**config.mk**
```make
export PLATFORM = sky130hd
export DESIGN_NAME = psr_cond_unit_flat
export DESIGN_NICKNAME = d
export VERILOG_FILES = /design/src/rtl/psr_cond_unit_pkg.sv /design/src/rtl/psr_cond_unit_if.sv /design/src/rtl/psr_cond_unit_cond_eval.sv /design/src/rtl/psr_cond_unit.sv /design/src/flat_wrapper.sv
export SDC_FILE = /design/constraint.sdc
export NUM_CORES = 1
export LEC_CHECK = 0
export BUFFER_PORTS_ARGS = -buffer_cell sky130_fd_sc_hd__buf_2
export CAP_MARGIN = 5
export CORE_MARGIN = 3
export CORE_UTILIZATION = 29
export DETAILED_ROUTE_END_ITERATION = 6
export GPL_ROUTABILITY_DRIVEN = 0
export PLACE_DENSITY = 0.56
export SYNTH_ARGS = -nofsm -noshare
export SYNTH_HDL_FRONTEND = slang
export SYNTH_SLANG_ARGS = --single-unit
export TNS_END_PERCENT = 1
```
**constraint.sdc**
```tcl
create_clock -name clk -period 1.5 [get_ports clk]
set_input_delay 0 -clock clk [delete_from_list [all_inputs] [get_ports clk]]
set_output_delay 0 -clock clk [all_outputs]
set_load 0.01 [all_outputs]
```
**src/rtl/psr_cond_unit_pkg.sv**
```systemverilog
// Shared definitions for the PSR / condition unit.
//   - Flag bit positions inside the 5-bit PSR (C F L Z N = bits 0..4).
//   - The sixteen 4-bit condition codes used by Bcond/Jcond/Scond.
//   - Output buffer state encoding, exposed on the top-level debug port.
package psr_cond_unit_pkg;

  localparam int FLAG_C = 0;
  localparam int FLAG_F = 1;
  localparam int FLAG_L = 2;
  localparam int FLAG_Z = 3;
  localparam int FLAG_N = 4;

  localparam logic [3:0] COND_EQ = 4'b0000;
  localparam logic [3:0] COND_NE = 4'b0001;
  localparam logic [3:0] COND_CS = 4'b0010;
  localparam logic [3:0] COND_CC = 4'b0011;
  localparam logic [3:0] COND_HI = 4'b0100;
  localparam logic [3:0] COND_LS = 4'b0101;
  localparam logic [3:0] COND_GT = 4'b0110;
  localparam logic [3:0] COND_LE = 4'b0111;
  localparam logic [3:0] COND_FS = 4'b1000;
  localparam logic [3:0] COND_FC = 4'b1001;
  localparam logic [3:0] COND_LO = 4'b1010;
  localparam logic [3:0] COND_HS = 4'b1011;
  localparam logic [3:0] COND_LT = 4'b1100;
  localparam logic [3:0] COND_GE = 4'b1101;
  localparam logic [3:0] COND_UC = 4'b1110;
  localparam logic [3:0] COND_NV = 4'b1111;

  typedef enum logic {
    BUF_EMPTY = 1'b0,
    BUF_FULL  = 1'b1
  } buf_state_t;

endpackage

```
**src/rtl/psr_cond_unit_if.sv**
```systemverilog
// Condition request / decision interface.
//   master : control FSM + PC logic side (drives requests, consumes decisions)
//   slave  : psr_cond_unit
// Handshake: both channels are strict valid/ready. A transfer happens on a
// rising edge where valid and ready are both high; valid may not depend on
// ready, and payload must be held stable while valid is high and ready low.
//   req_*  : request channel (cond code + branch target), master -> slave
//   out_*  : decision channel (taken, target, Scond value), slave -> master
interface psr_cond_unit_if #(
  parameter int WIDTH = 16
);
  logic             req_valid;
  logic             req_ready;
  logic [3:0]       req_cond;
  logic [WIDTH-1:0] req_target;
  logic             out_valid;
  logic             out_ready;
  logic             out_taken;
  logic [WIDTH-1:0] out_target;
  logic [WIDTH-1:0] out_scond;

  modport master (
    output req_valid, req_cond, req_target, out_ready,
    input  req_ready, out_valid, out_taken, out_target, out_scond
  );

  modport slave (
    input  req_valid, req_cond, req_target, out_ready,
    output req_ready, out_valid, out_taken, out_target, out_scond
  );
endinterface

```
**src/rtl/psr_cond_unit_cond_eval.sv**
```systemverilog
// Combinational condition evaluator.
//   flags : 5-bit PSR value (C F L Z N = bits 0..4)
//   cond  : 4-bit condition code
//   taken : 1 when the condition holds for the given flags
module psr_cond_unit_cond_eval
  import psr_cond_unit_pkg::*;
(
  input  logic [4:0] flags,
  input  logic [3:0] cond,
  output logic       taken
);

  logic c, f, l, z, n;

  assign c = flags[FLAG_C];
  assign f = flags[FLAG_F];
  assign l = flags[FLAG_L];
  assign z = flags[FLAG_Z];
  assign n = flags[FLAG_N];

  always_comb begin
    taken = 1'b0;
    case (cond)
      COND_EQ: taken = z;
      COND_NE: taken = !z;
      COND_CS: taken = c;
      COND_CC: taken = !c;
      COND_HI: taken = l;
      COND_LS: taken = !l;
      COND_GT: taken = n;
      COND_LE: taken = !n;
      COND_FS: taken = f;
      COND_FC: taken = !f;
      COND_LO: taken = !l && !z;
      COND_HS: taken = l || z;
      COND_LT: taken = !n && !z;
      COND_GE: taken = n || z;
      COND_UC: taken = 1'b1;
      COND_NV: taken = 1'b0;
    endcase
  end

endmodule

```
**src/rtl/psr_cond_unit.sv**
```systemverilog
// Processor status register and branch-condition decision unit.
//   clk, reset_n           : clock, asynchronous active-low reset
//   flag_in, flag_we       : ALU flag values and per-bit write mask
//   psr_load, psr_load_data: full PSR load (LPR), overrides flag_we
//   psr                    : current registered PSR
//   bus (slave)            : condition request in, registered decision out
//   taken_count            : count of consumed taken decisions (wraps)
//   buf_state              : output buffer state, for observation
module psr_cond_unit
  import psr_cond_unit_pkg::*;
#(
  parameter int WIDTH = 16,
  parameter int CNT_W = 16
) (
  input  logic             clk,
  input  logic             reset_n,
  input  logic [4:0]       flag_in,
  input  logic [4:0]       flag_we,
  input  logic             psr_load,
  input  logic [4:0]       psr_load_data,
  output logic [4:0]       psr,
  psr_cond_unit_if.slave   bus,
  output logic [CNT_W-1:0] taken_count,
  output buf_state_t       buf_state
);

  logic [4:0]       eff;
  logic             eval_taken;
  logic             accept;
  logic             taken_q;
  logic [WIDTH-1:0] target_q;

  // Flags as they will stand after this edge, so a branch issued in the
  // same cycle as the flag-setting instruction sees the new flags.
  assign eff = psr_load ? psr_load_data : ((psr & ~flag_we) | (flag_in & flag_we));

  psr_cond_unit_cond_eval u_cond_eval (
    .flags (eff),
    .cond  (bus.req_cond),
    .taken (eval_taken)
  );

  // A full buffer can take a new request in the same edge it is drained.
  assign bus.req_ready  = (buf_state == BUF_EMPTY) || bus.out_ready;
  assign accept         = bus.req_valid && bus.req_ready;
  assign bus.out_valid  = (buf_state == BUF_FULL);
  assign bus.out_taken  = taken_q;
  assign bus.out_target = target_q;
  assign bus.out_scond  = {{(WIDTH-1){1'b0}}, taken_q};

  always_ff @(posedge clk or negedge reset_n) begin
    if (!reset_n) begin
      psr         <= '0;
      buf_state   <= BUF_EMPTY;
      taken_q     <= 1'b0;
      target_q    <= '0;
      taken_count <= '0;
    end else begin
      psr <= eff;

      if (bus.out_valid && bus.out_ready && taken_q) begin
        taken_count <= taken_count + CNT_W'(1);
      end

      case (buf_state)
        BUF_EMPTY: begin
          if (accept) begin
            taken_q   <= eval_taken;
            target_q  <= bus.req_target;
            buf_state <= BUF_FULL;
          end
        end
        BUF_FULL: begin
          if (accept) begin
            taken_q   <= eval_taken;
            target_q  <= bus.req_target;
          end else if (bus.out_ready) begin
            buf_state <= BUF_EMPTY;
          end
        end
        default: buf_state <= BUF_EMPTY;
      endcase
    end
  end

endmodule

```
**src/flat_wrapper.sv**
```systemverilog
// flat-port wrapper written by rule: the top's interface ports become plain ports
module psr_cond_unit_flat import psr_cond_unit_pkg::*;
#(
  parameter int WIDTH = 16,
  parameter int CNT_W = 16
)
  (clk, reset_n, flag_in, flag_we, psr_load, psr_load_data, psr, taken_count, buf_state, bus_req_valid, bus_req_cond, bus_req_target, bus_out_ready, bus_req_ready, bus_out_valid, bus_out_taken, bus_out_target, bus_out_scond);
  psr_cond_unit_if #(.WIDTH(WIDTH)) bus_i ();
  input  logic clk;
  input  logic reset_n;
  input  logic [4:0] flag_in;
  input  logic [4:0] flag_we;
  input  logic psr_load;
  input  logic [4:0] psr_load_data;
  output logic [4:0] psr;
  output logic [CNT_W-1:0] taken_count;
  output buf_state_t buf_state;
  input wire logic [$bits(bus_i.req_valid)-1:0] bus_req_valid;
  input wire logic [$bits(bus_i.req_cond)-1:0] bus_req_cond;
  input wire logic [$bits(bus_i.req_target)-1:0] bus_req_target;
  input wire logic [$bits(bus_i.out_ready)-1:0] bus_out_ready;
  output wire logic [$bits(bus_i.req_ready)-1:0] bus_req_ready;
  output wire logic [$bits(bus_i.out_valid)-1:0] bus_out_valid;
  output wire logic [$bits(bus_i.out_taken)-1:0] bus_out_taken;
  output wire logic [$bits(bus_i.out_target)-1:0] bus_out_target;
  output wire logic [$bits(bus_i.out_scond)-1:0] bus_out_scond;
  assign bus_i.req_valid = bus_req_valid;
  assign bus_i.req_cond = bus_req_cond;
  assign bus_i.req_target = bus_req_target;
  assign bus_i.out_ready = bus_out_ready;
  assign bus_req_ready = bus_i.req_ready;
  assign bus_out_valid = bus_i.out_valid;
  assign bus_out_taken = bus_i.out_taken;
  assign bus_out_target = bus_i.out_target;
  assign bus_out_scond = bus_i.out_scond;
  psr_cond_unit #(.WIDTH(WIDTH), .CNT_W(CNT_W)) u_core (.clk(clk), .reset_n(reset_n), .flag_in(flag_in), .flag_we(flag_we), .psr_load(psr_load), .psr_load_data(psr_load_data), .psr(psr), .bus(bus_i), .taken_count(taken_count), .buf_state(buf_state));
endmodule
```
==> results of run 1 <==
==> per-layer routing <==
layer  vias up  share of wire
li1        769              -
met1       747           0.41
met2        55           0.51
met3         5          0.069
met4         0         0.0076
met5         -              0
==> worst paths after layout <==
path	startpoint	to	slack (ns)
worst max-delay path	u_core.psr[3]	u_core.bus.out_taken	-0.04
worst min-delay path	psr_load_data[2]	u_core.psr[2]	-0.002
worst max register to register	u_core.psr[3]	u_core.bus.out_taken	-0.04
worst min register to register	u_core.taken_count[15]	u_core.taken_count[15]	0.47
max in group asynchronous	reset_n	u_core.bus.out_target[11]	0.81
min in group asynchronous	reset_n	u_core.taken_count[6]	0.21
==> where the power goes <==
| part | internal, mW | leakage [nW] | total [mW] | switching (mW) |
|---|---|---|---|---|
| clock network | 0.327 | 0.0422 | 0.691 | 0.364 |
| registers | 1.20 | 0.479 | 1.31 | 0.108 |
| logic | 0.413 | 0.852 | 0.799 | 0.386 |
| total | 1.94 | 1.37 | 2.80 | 0.858 |
==> registers in the layout (all words and copies together), names as in the netlist <==
name                   cells
u_core.bus.out_target     16
u_core.psr                 5
u_core.buf_state           1
u_core.bus.out_taken       1
u_core.taken_count        16
==> Yosys cell counts <==
master | n | share of area
o21ai_0 | 2 | 0.0052
o21ai_2 | 1 | 0.0046
and3_1 | 3 | 0.0098
nor2b_1 | 1 | 0.0033
a41oi_1 | 1 | 0.0046
o21ai_1 | 1 | 0.0026
a211oi_1 | 1 | 0.0039
o2111ai_1 | 2 | 0.0092
or4_1 | 1 | 0.0039
mux2i_1 | 7 | 0.037
mux2_2 | 18 | 0.11
inv_1 | 4 | 0.0078
clkbuf_1 | 2 | 0.0039
a21oi_1 | 1 | 0.0026
buf_6 | 1 | 0.0059
buf_1 | 1 | 0.0020
nor2_1 | 10 | 0.020
nor3b_1 | 3 | 0.012
buf_4 | 17 | 0.067
nand3_1 | 4 | 0.010
a32oi_1 | 1 | 0.0046
a311oi_1 | 1 | 0.0046
nand3b_1 | 2 | 0.0078
and3b_1 | 1 | 0.0046
conb_1 | 1 | 0.0020
ha_1 | 1 | 0.0065
nand2_1 | 13 | 0.026
xor2_1 | 6 | 0.027
nand4_1 | 4 | 0.013
nand2_2 | 1 | 0.0033
dfrtp_1 | 39 | 0.51
buf_2 | 2 | 0.0052
nand2b_1 | 2 | 0.0065
xnor2_1 | 11 | 0.050
o31ai_1 | 2 | 0.0078
==> repair_timing <==
| item | 4_1_cts | 5_1_grt |
|---|---|---|
| endpoints found under the setup margin | 1 | 6 |
| hold buffers | 20 | 0 |
| endpoints found under the hold margin | 36 | 0 |
| cloned | 0 | 0 |
| resized for setup | 5 | 11 |
| pin swaps | 2 | 7 |
| setup buffers | 2 | 1 |
==> cells by family after synthesis <==
family                   count (synthesis)  synth area share
AO/OA/AOI/OAI                           13            0.0497
AND/OR/NAND/NOR                         45             0.120
flip-flops                              39             0.510
multiplexers                            25             0.143
other                                    1           0.00196
adder cells (fa/ha/maj)                  1           0.00654
XOR/XNOR                                17            0.0778
buffers and inverters                   27            0.0916
==> critical path, stage by stage, from the launching register on <==
cell and delay [ns]:
dfrtp_1 0.38, mux2i_1 0.17, o21ai_2 0.11, nor2b_1 0.14
or4_1 0.48, a41oi_2 0.18
==> cell type report <==
cell class	count	area [µm²]	area share
flip-flops and latches	39	976	0.351
multi-input cells	116	882	0.317
repair buffers	116	731	0.263
well taps	75	93.8	0.0338
clock buffers	7	76.3	0.0275
inverters	4	15.0	0.00540
clock inverters	1	5.00	0.00180
==> through the flow <==
stage | cell area (µm²) | setup TNS (ns) | setup WS (ns) | power, mW
6_report | 2780 | -0.0433 | -0.0433 | 2.80
5_1_grt | 2780 | -0.135 | -0.104 | 2.98
4_1_cts | 2740 | -0.0353 | -0.0353 | 2.83
3_5_place_dp | 2410 | -0.0426 | -0.0426 | 2.07
3_3_place_gp | 2410 | -0.00820 | -0.00820 | 2.05
2_1_floorplan | 1970 | -0.0699 | -0.0129 | 1.72
==> flow_summary.yaml, run 1 <==
finish:
  drive_gt1_frac: 0.484
  postLayoutCoreUtil: 0.451
  final_common_cell: "buf_2"
  area_growth_pct: 45.3
  layout.cells.non_filler: 358
  final_cell_mix: "buf_2 (81), dfrtp_1 (39), dlygate4sd3_1 (20)"
  antenna_cells: 0
  layout.nets: 323
  nFillCells: 606
cts:
  worstSkewPairLatency_ns: 0.28
  cts.sinks: 39
  root_buffer: "clkbuf_8"
  htreeDepth: 2
  clk_pin_slew_ns: 0.08
  numCtsBuffers: 5
  cts_tree: "built"
  cts_max_path_buffers: 2
timing:
  rsz0062_at_grt: "true"
  finalCritPeriodShare: 1.03
  setup_violations: 1
  min_period_ns: 1.54
  fin_skew_ns: 0.00745
  fmax_mhz: 648
  fin_hold_ws_ns: -0.00154
  drv_slew: 0
  setup_slack_ns: -0.0433
  hold_viol: 1
route:
  drc: 0
  drt_iter0_markers: 12
  antenna_left: 0
  wirelength_um: 4610
  vias: 1576
  post_drt_wl_per_cell_um: 12.9
  drt-pass1-iter-count: 4
  vias_per_cell: 4.40
worst_setup_path:
  crit_required_ns: 1.71
  end_kind: "flop"
  r2r_cells: 5
  worstSetupPathType: "reg -> reg"
  worstPathMaxFanout: 4
  cp-start-kind: "flop"
  crit_arrival_ns: 1.75
global_routing:
  grt.busiest_layer: "met2"
  grt_pass1_vias: 1565
  grt.met2_usage: 0.210
  grt_use_met1: 0.158
  grt_util_met3: 0.0360
  grt_max_degree: 23
  grt_pass1_wl_um: 7500
  antenna_found_initial: 0
  gr-total-overflow: 0
  track_usage: 0.125
min_path:
  hold_class: "in -> reg"
  min_path_cells: 3
synth:
  synth.distinct_cells: 35
  syn_area_per_cell_um2: 11.4
  ys.warnings.count: 0
  ys_seq_elements: 39
  synth.yosys.seq_area_share: 0.510
  syn_area_um2: 1910
  netlist_instances: 168
placed_design:
  post-dp-hpwl_um: 3370
  numPortBuffers: 81
  dpl.cell_count: 328
floorplan:
  die_x_um: 87.2
  rows: 28
  chipHeight_um: 87.2
  core_area_um2: 6170
  top_level_ports: 97
  initial_core_util: 0.310
  dieArea_um2: 7610
power_and_ir_drop:
  vdd_drop_max_mv: 0.663
  power_density_nw_per_um2: 1010
  p_leak_nw: 1.37
run:
  cap_violations: 0
status:
  failed_checks: "negative hold slack, negative setup slack"
  status: "finished with violations"
Note: power is estimated with default switching activity, not from simulation.
==> inputs of run 2 (changes only) <==
--- a/config.mk
+++ b/config.mk
@@ -5,13 +5,15 @@
 export SDC_FILE = /design/constraint.sdc
 export NUM_CORES = 1
 export LEC_CHECK = 0
+export ABC_AREA = 1
 export BUFFER_PORTS_ARGS = -buffer_cell sky130_fd_sc_hd__buf_2
 export CAP_MARGIN = 5
 export CORE_MARGIN = 3
 export CORE_UTILIZATION = 29
 export DETAILED_ROUTE_END_ITERATION = 6
 export GPL_ROUTABILITY_DRIVEN = 0
-export PLACE_DENSITY = 0.56
+export PLACE_DENSITY = 0.55
+export SKIP_CTS_REPAIR_TIMING = 1
 export SYNTH_ARGS = -nofsm -noshare
 export SYNTH_HDL_FRONTEND = slang
 export SYNTH_SLANG_ARGS = --single-unit
==> flow_summary.yaml, run 2 <==
power_and_ir_drop:
  power_density_nw_per_um2: 951
  vdd_drop_max_mv: 0.395
  p_leak_nw: 1.57
finish:
  final_common_cell: "buf_2"
  seq_area_um2: 980
  antenna_cells: 0
  drive_gt1_frac: 0.375
  layout.cells.non_filler: 443
  layout.nets: 387
  multi_input_area_um2: 937
  area_growth_pct: 38.6
  nFillCells: 717
  final_cell_mix: "buf_2 (81), nand2_1 (53), dfrtp_1 (36)"
cts:
  clk_pin_slew_ns: 0.08
  htreeDepth: 2
  numCtsBuffers: 5
  cts_tree: "built"
  cts_max_path_buffers: 2
  worstSkewPairLatency_ns: 0.28
  root_buffer: "clkbuf_8"
  cts.sinks: 39
worst_setup_path:
  cpMaxStageDelayCell: "dfrtp_1"
  crit_buf_inv: 0
  path_cells: "ha_2, nand3_2, nor3_4, nand3_2, nor2_4, nand2_2, nor2_2, xor2_1"
  crit_required_ns: 1.70
  slowest_delay_ns: 0.41
  worstSetupPathType: "reg -> reg"
  end_kind: "flop"
  cp-start-kind: "flop"
  crit_arrival_ns: 1.71
  worstPathMaxFanout: 4
  path_delay_family: "simple AND/OR/NAND/NOR gates"
  cp_common_cell: "nand3_2"
run:
  cap_violations: 0
floorplan:
  initial_core_util: 0.305
  top_level_ports: 97
  chipHeight_um: 91.3
  dieArea_um2: 8330
  core_area_um2: 6910
  die_x_um: 91.3
  rows: 30
synth:
  synthTopCellsByArea: "dfrtp_1 (46%), nand2_1 (9.4%), mux2_2 (8.5%), buf_4 (6.1%), inv_1 (5.9%)"
  synth_edf_count: 0
  ys.warnings.count: 0
  synth.yosys.seq_area_share: 0.463
  syn_area_per_cell_um2: 8.97
  netlist.area_leader.share: 0.463
  synth.most_common_cell: "nand2_1"
  synth_flop_cell: "dfrtp_1"
  async_reset_ff_frac: 1.00
  netlist_instances: 235
  yosys-top-cells-count: "nand2_1 (53), dfrtp_1 (39), inv_1 (33)"
  synth.distinct_cells: 28
  ys_seq_elements: 39
  synth_top_area_cell: "dfrtp_1"
  syn_area_um2: 2110
global_routing:
  grt_pass1_vias: 1648
  track_usage: 0.111
  grt_max_degree: 40
  grt_pass1_wl_um: 7580
  antenna_found_initial: 0
  gr-total-overflow: 0
timing:
  hold_viol: 0
  tns_ns: -0.00344
  drv_slew: 0
  max_slew.worst_pin.slew_ns: 0.513
  max-slew-margin-rel: 0.658
  fmax_mhz: 665
  setup_violations: 1
  setup_slack_ns: -0.00344
  finalCritPeriodShare: 1.00
  rsz0062_at_grt: "true"
  min_period_ns: 1.50
  fin_skew_ns: 0.00824
route:
  drt_iter0_markers: 50
  vias_per_cell: 4.07
  wirelength_um: 4960
  vias: 1802
  post_drt_wl_per_cell_um: 11.2
  drt-pass1-iter-count: 4
  drc: 0
  antenna_left: 0
status:
  failed_checks: "negative setup slack"
  status: "finished with violations"
placed_design:
  post-dp-hpwl_um: 3720
  dpl.cell_count: 414
  numPortBuffers: 81
min_path:
  hold_class: "in -> reg"
-- run 2: cell count changes in the layout (fill, tap and decap cells not counted), moves of 4 or more --
cell / delta
buf_4: -9
inv_1: +29
mux2i_2: -4
nand2_1: +40
nand3_1: +13
nor2_1: +11
xnor2_1: -5
-- run 2: kinds of logic (layout without fill, tap and decap cells) --
family          after synthesis  count (layout)  synth area share
compound gates                7               7            0.0202
xor+xnor                     13              13            0.0540
fa+ha+maj                     1               1           0.00593
buf+inv                      52             150             0.123
flops                        39              39             0.463
mux                          16              16            0.0855
other cells                   1              15           0.00178
simple gates                106             106             0.246
-- run 2: area by class of cell --
type	instances	share of cell area
flip-flops and latches	39	0.335
well taps	96	0.0411
clock buffers	6	0.0248
clock inverters	2	0.00428
inverters	34	0.0437
multi-input cells	158	0.321
repair buffers	108	0.230
-- run 2: worst min-delay path: cells and delay by family --
kind                   cells  cell delay, ns
AND/OR/NAND/NOR            2            0.15
buffers and inverters      1            0.10
-- run 2: per-layer routing --
metal  global-route usage  vias up  part of all wire
li1                     -      918                 -
met5                    0        -                 0
met2                0.181       65              0.48
met3               0.0323        2             0.067
met4               0.0226        0            0.0036
met1                0.147      817              0.45
-- run 2: final timing paths --
| kind | from | endpoint | slack [ns] | cells past startpoint |
|---|---|---|---|---|
| setup / recovery | u_core.taken_count[0] | u_core.taken_count[14] | -0.003 | 8 |
| hold / removal | psr_load | u_core.psr[1] | 0.01 | 3 |
| setup reg to reg | u_core.taken_count[0] | u_core.taken_count[14] | -0.003 | 8 |
| hold reg to reg | u_core.taken_count[13] | u_core.taken_count[13] | 0.49 | 1 |
| max in group asynchronous | reset_n | u_core.buf_state | 0.80 | 3 |
| min in group asynchronous | reset_n | u_core.psr[4] | 0.31 | 3 |
-- run 2: report_power, final --
group | switching, mW | leakage (nW) | total (mW) | internal (mW)
sequential | 0.114 | 0.472 | 1.31 | 1.20
combinational | 0.392 | 1.06 | 0.761 | 0.370
clock | 0.378 | 0.0412 | 0.703 | 0.326
-- run 2: metrics by stage --
stage | util | setup WS, ns | area (µm²) | power (mW) | hold slack [ns]
6_report | 0.423 | -0.00344 | 2920 | 2.78 | 0.0114
3_5_place_dp | 0.378 | -0.0658 | 2610 | 2.05 | 0.101
4_1_cts | 0.390 | -0.0621 | 2700 | 2.77 | -0.216
2_1_floorplan | - | 0.00432 | 2160 | 1.73 | -0.296
3_3_place_gp | 0.378 | 0.00169 | 2610 | 2.03 | 0.101
5_1_grt | 0.423 | -0.125 | 2920 | 2.96 | 0.0454
==> inputs of run 3 (changes only) <==
--- a/config.mk
+++ b/config.mk
@@ -5,14 +5,14 @@
 export SDC_FILE = /design/constraint.sdc
 export NUM_CORES = 1
 export LEC_CHECK = 0
-export ABC_AREA = 1
+export ABC_AREA = 0
 export BUFFER_PORTS_ARGS = -buffer_cell sky130_fd_sc_hd__buf_2
 export CAP_MARGIN = 5
 export CORE_MARGIN = 3
 export CORE_UTILIZATION = 29
 export DETAILED_ROUTE_END_ITERATION = 6
 export GPL_ROUTABILITY_DRIVEN = 0
-export PLACE_DENSITY = 0.55
+export PLACE_DENSITY = 0.56
 export SKIP_CTS_REPAIR_TIMING = 1
 export SYNTH_ARGS = -nofsm -noshare
 export SYNTH_HDL_FRONTEND = slang
==> constraint.sdc (replaced) <==
create_clock -name clk -period 1.5 [get_ports clk]
set_input_delay 0 -clock clk [delete_from_list [all_inputs] [get_ports clk]]
set_output_delay 0 -clock clk [all_outputs]
set_load 0.02 [all_outputs]
==> flow_summary.yaml, run 3 (same netlist as run 1, synthesis figures left out) <==
route:
  post_drt_wl_per_cell_um: 12.8
  vias: 1556
  vias_per_cell: 4.37
  wirelength_um: 4550
  antenna_left: 0
  drc: 0
  drt-pass1-iter-count: 4
  drt_iter0_markers: 29
timing:
  fmax_mhz: 651
  min_period_ns: 1.54
  setup_violations: 1
  hold_viol: 0
  rsz0062_at_grt: "true"
  finalCritPeriodShare: 1.02
  setup_slack_ns: -0.0355
  tns_ns: -0.0355
  drv_slew: 0
  fin_hold_ws_ns: 0.0120
  fin_skew_ns: 0.00450
placed_design:
  post_dp_cell_area_um2: 2400
  post-dp-hpwl_um: 3220
  numPortBuffers: 81
global_routing:
  grt_pass1_wl_um: 6760
  gr-total-overflow: 0
  grt_max_degree: 40
  track_usage: 0.115
  antenna_found_initial: 0
  grt_pass1_vias: 1436
power_and_ir_drop:
  vdd_drop_max_mv: 0.567
  power_density_nw_per_um2: 1080
  power.total_mw: 2.91
  p_leak_nw: 1.35
floorplan:
  top_level_ports: 97
  rows: 28
  core_area_um2: 6170
  dieArea_um2: 7610
  die_x_um: 87.2
  chipHeight_um: 87.2
  initial_core_util: 0.310
cts:
  cts_tree: "built"
  numCtsBuffers: 5
  htreeDepth: 2
  root_buffer: "clkbuf_8"
  clk_pin_slew_ns: 0.08
  worstSkewPairLatency_ns: 0.29
  cts.sinks: 39
  cts_max_path_buffers: 2
finish:
  seq_area_um2: 980
  final_cell_mix: "buf_2 (81), dfrtp_1 (36), dlygate4sd3_1 (20)"
  multi_input_area_um2: 828
  area_growth_pct: 41.4
  final_cell_area_um2: 2710
  drive_gt1_frac: 0.459
  final_common_cell: "buf_2"
  nFillCells: 623
  antenna_cells: 0
  postLayoutCoreUtil: 0.439
  layout.nets: 321
run:
  cap_violations: 0
worst_setup_path:
  cp-start-kind: "flop"
  cpMaxStageDelayCell: "or4_1"
  crit_arrival_ns: 1.73
  worstPathMaxFanout: 5
  crit_buf_inv: 0
  end_kind: "flop"
  worstSetupPathType: "reg -> reg"
  path_cells: "mux2i_1, o21ai_2, nor2b_1, or4_1, a41oi_1"
  slowest_delay_ns: 0.46
  crit_required_ns: 1.70
  path_delay_family: "simple AND/OR/NAND/NOR gates"
status:
  status: "finished with violations"
  failed_checks: "negative setup slack"
min_path:
  hold_class: "in -> reg"
run 3: cell types whose count changed in the layout (fill, tap and decap cells not counted), moves of 3 or more:
cell,change
and3_1,+3
buf_4,+8
inv_1,-29
mux2i_1,+7
nand2_1,-41
nand3_1,-13
nor2_1,-11
nor3b_1,+3
or2_2,-3
xnor2_1,+5
run 3: worst reg2reg max path, stage by stage, from the launching register on:
cell     delay [ns]
dfrtp_2        0.40
mux2i_1        0.16
o21ai_2        0.12
nor2b_1        0.14
or4_1          0.46
a41oi_1        0.17
run 3: area by class of cell:
class	instances	share of cell area
Sequential cell	39	0.362
Multi-Input combinational cell	116	0.306
Timing Repair Buffer	114	0.260
Tap cell	75	0.0347
Clock buffer	6	0.0268
Inverter	4	0.00555
Clock inverter	2	0.00463
run 3: metal layers:
layer / GRT usage / vias up / share of wire
met5: 0 / - / 0
met2: 0.172 / 57 / 0.50
li1: - / 769 / -
met3: 0.0473 / 2 / 0.070
met4: 0.0293 / 0 / 0.0031
met1: 0.153 / 728 / 0.43
run 3: stage by stage:
step / cells / worst slack [ns]
final: 356 / -0.0355
after global routing: 356 / -0.188
after CTS: 335 / -0.0798
after detailed placement: 327 / -0.0467
after global placement: 327 / -0.0258
after floorplan: 182 / -0.0429
run 3: final timing paths:
check / from / end / slack (ns) / cells past startpoint
setup / recovery: u_core.psr[3] / u_core.bus.out_taken / -0.04 / 5
hold / removal: psr_load_data[2] / u_core.psr[2] / 0.01 / 3
setup reg to reg: u_core.psr[3] / u_core.bus.out_taken / -0.04 / 5
hold reg to reg: u_core.taken_count[15] / u_core.taken_count[15] / 0.47 / 1
max in group asynchronous: reset_n / u_core.psr[3] / 0.84 / 3
min in group asynchronous: reset_n / u_core.taken_count[6] / 0.29 / 3
run 3: power breakdown:
| part | internal, mW | switching, mW |
|---|---|---|
| registers | 1.20 | 0.103 |
| clock network | 0.325 | 0.377 |
| logic | 0.393 | 0.512 |
| total | 1.92 | 0.992 |
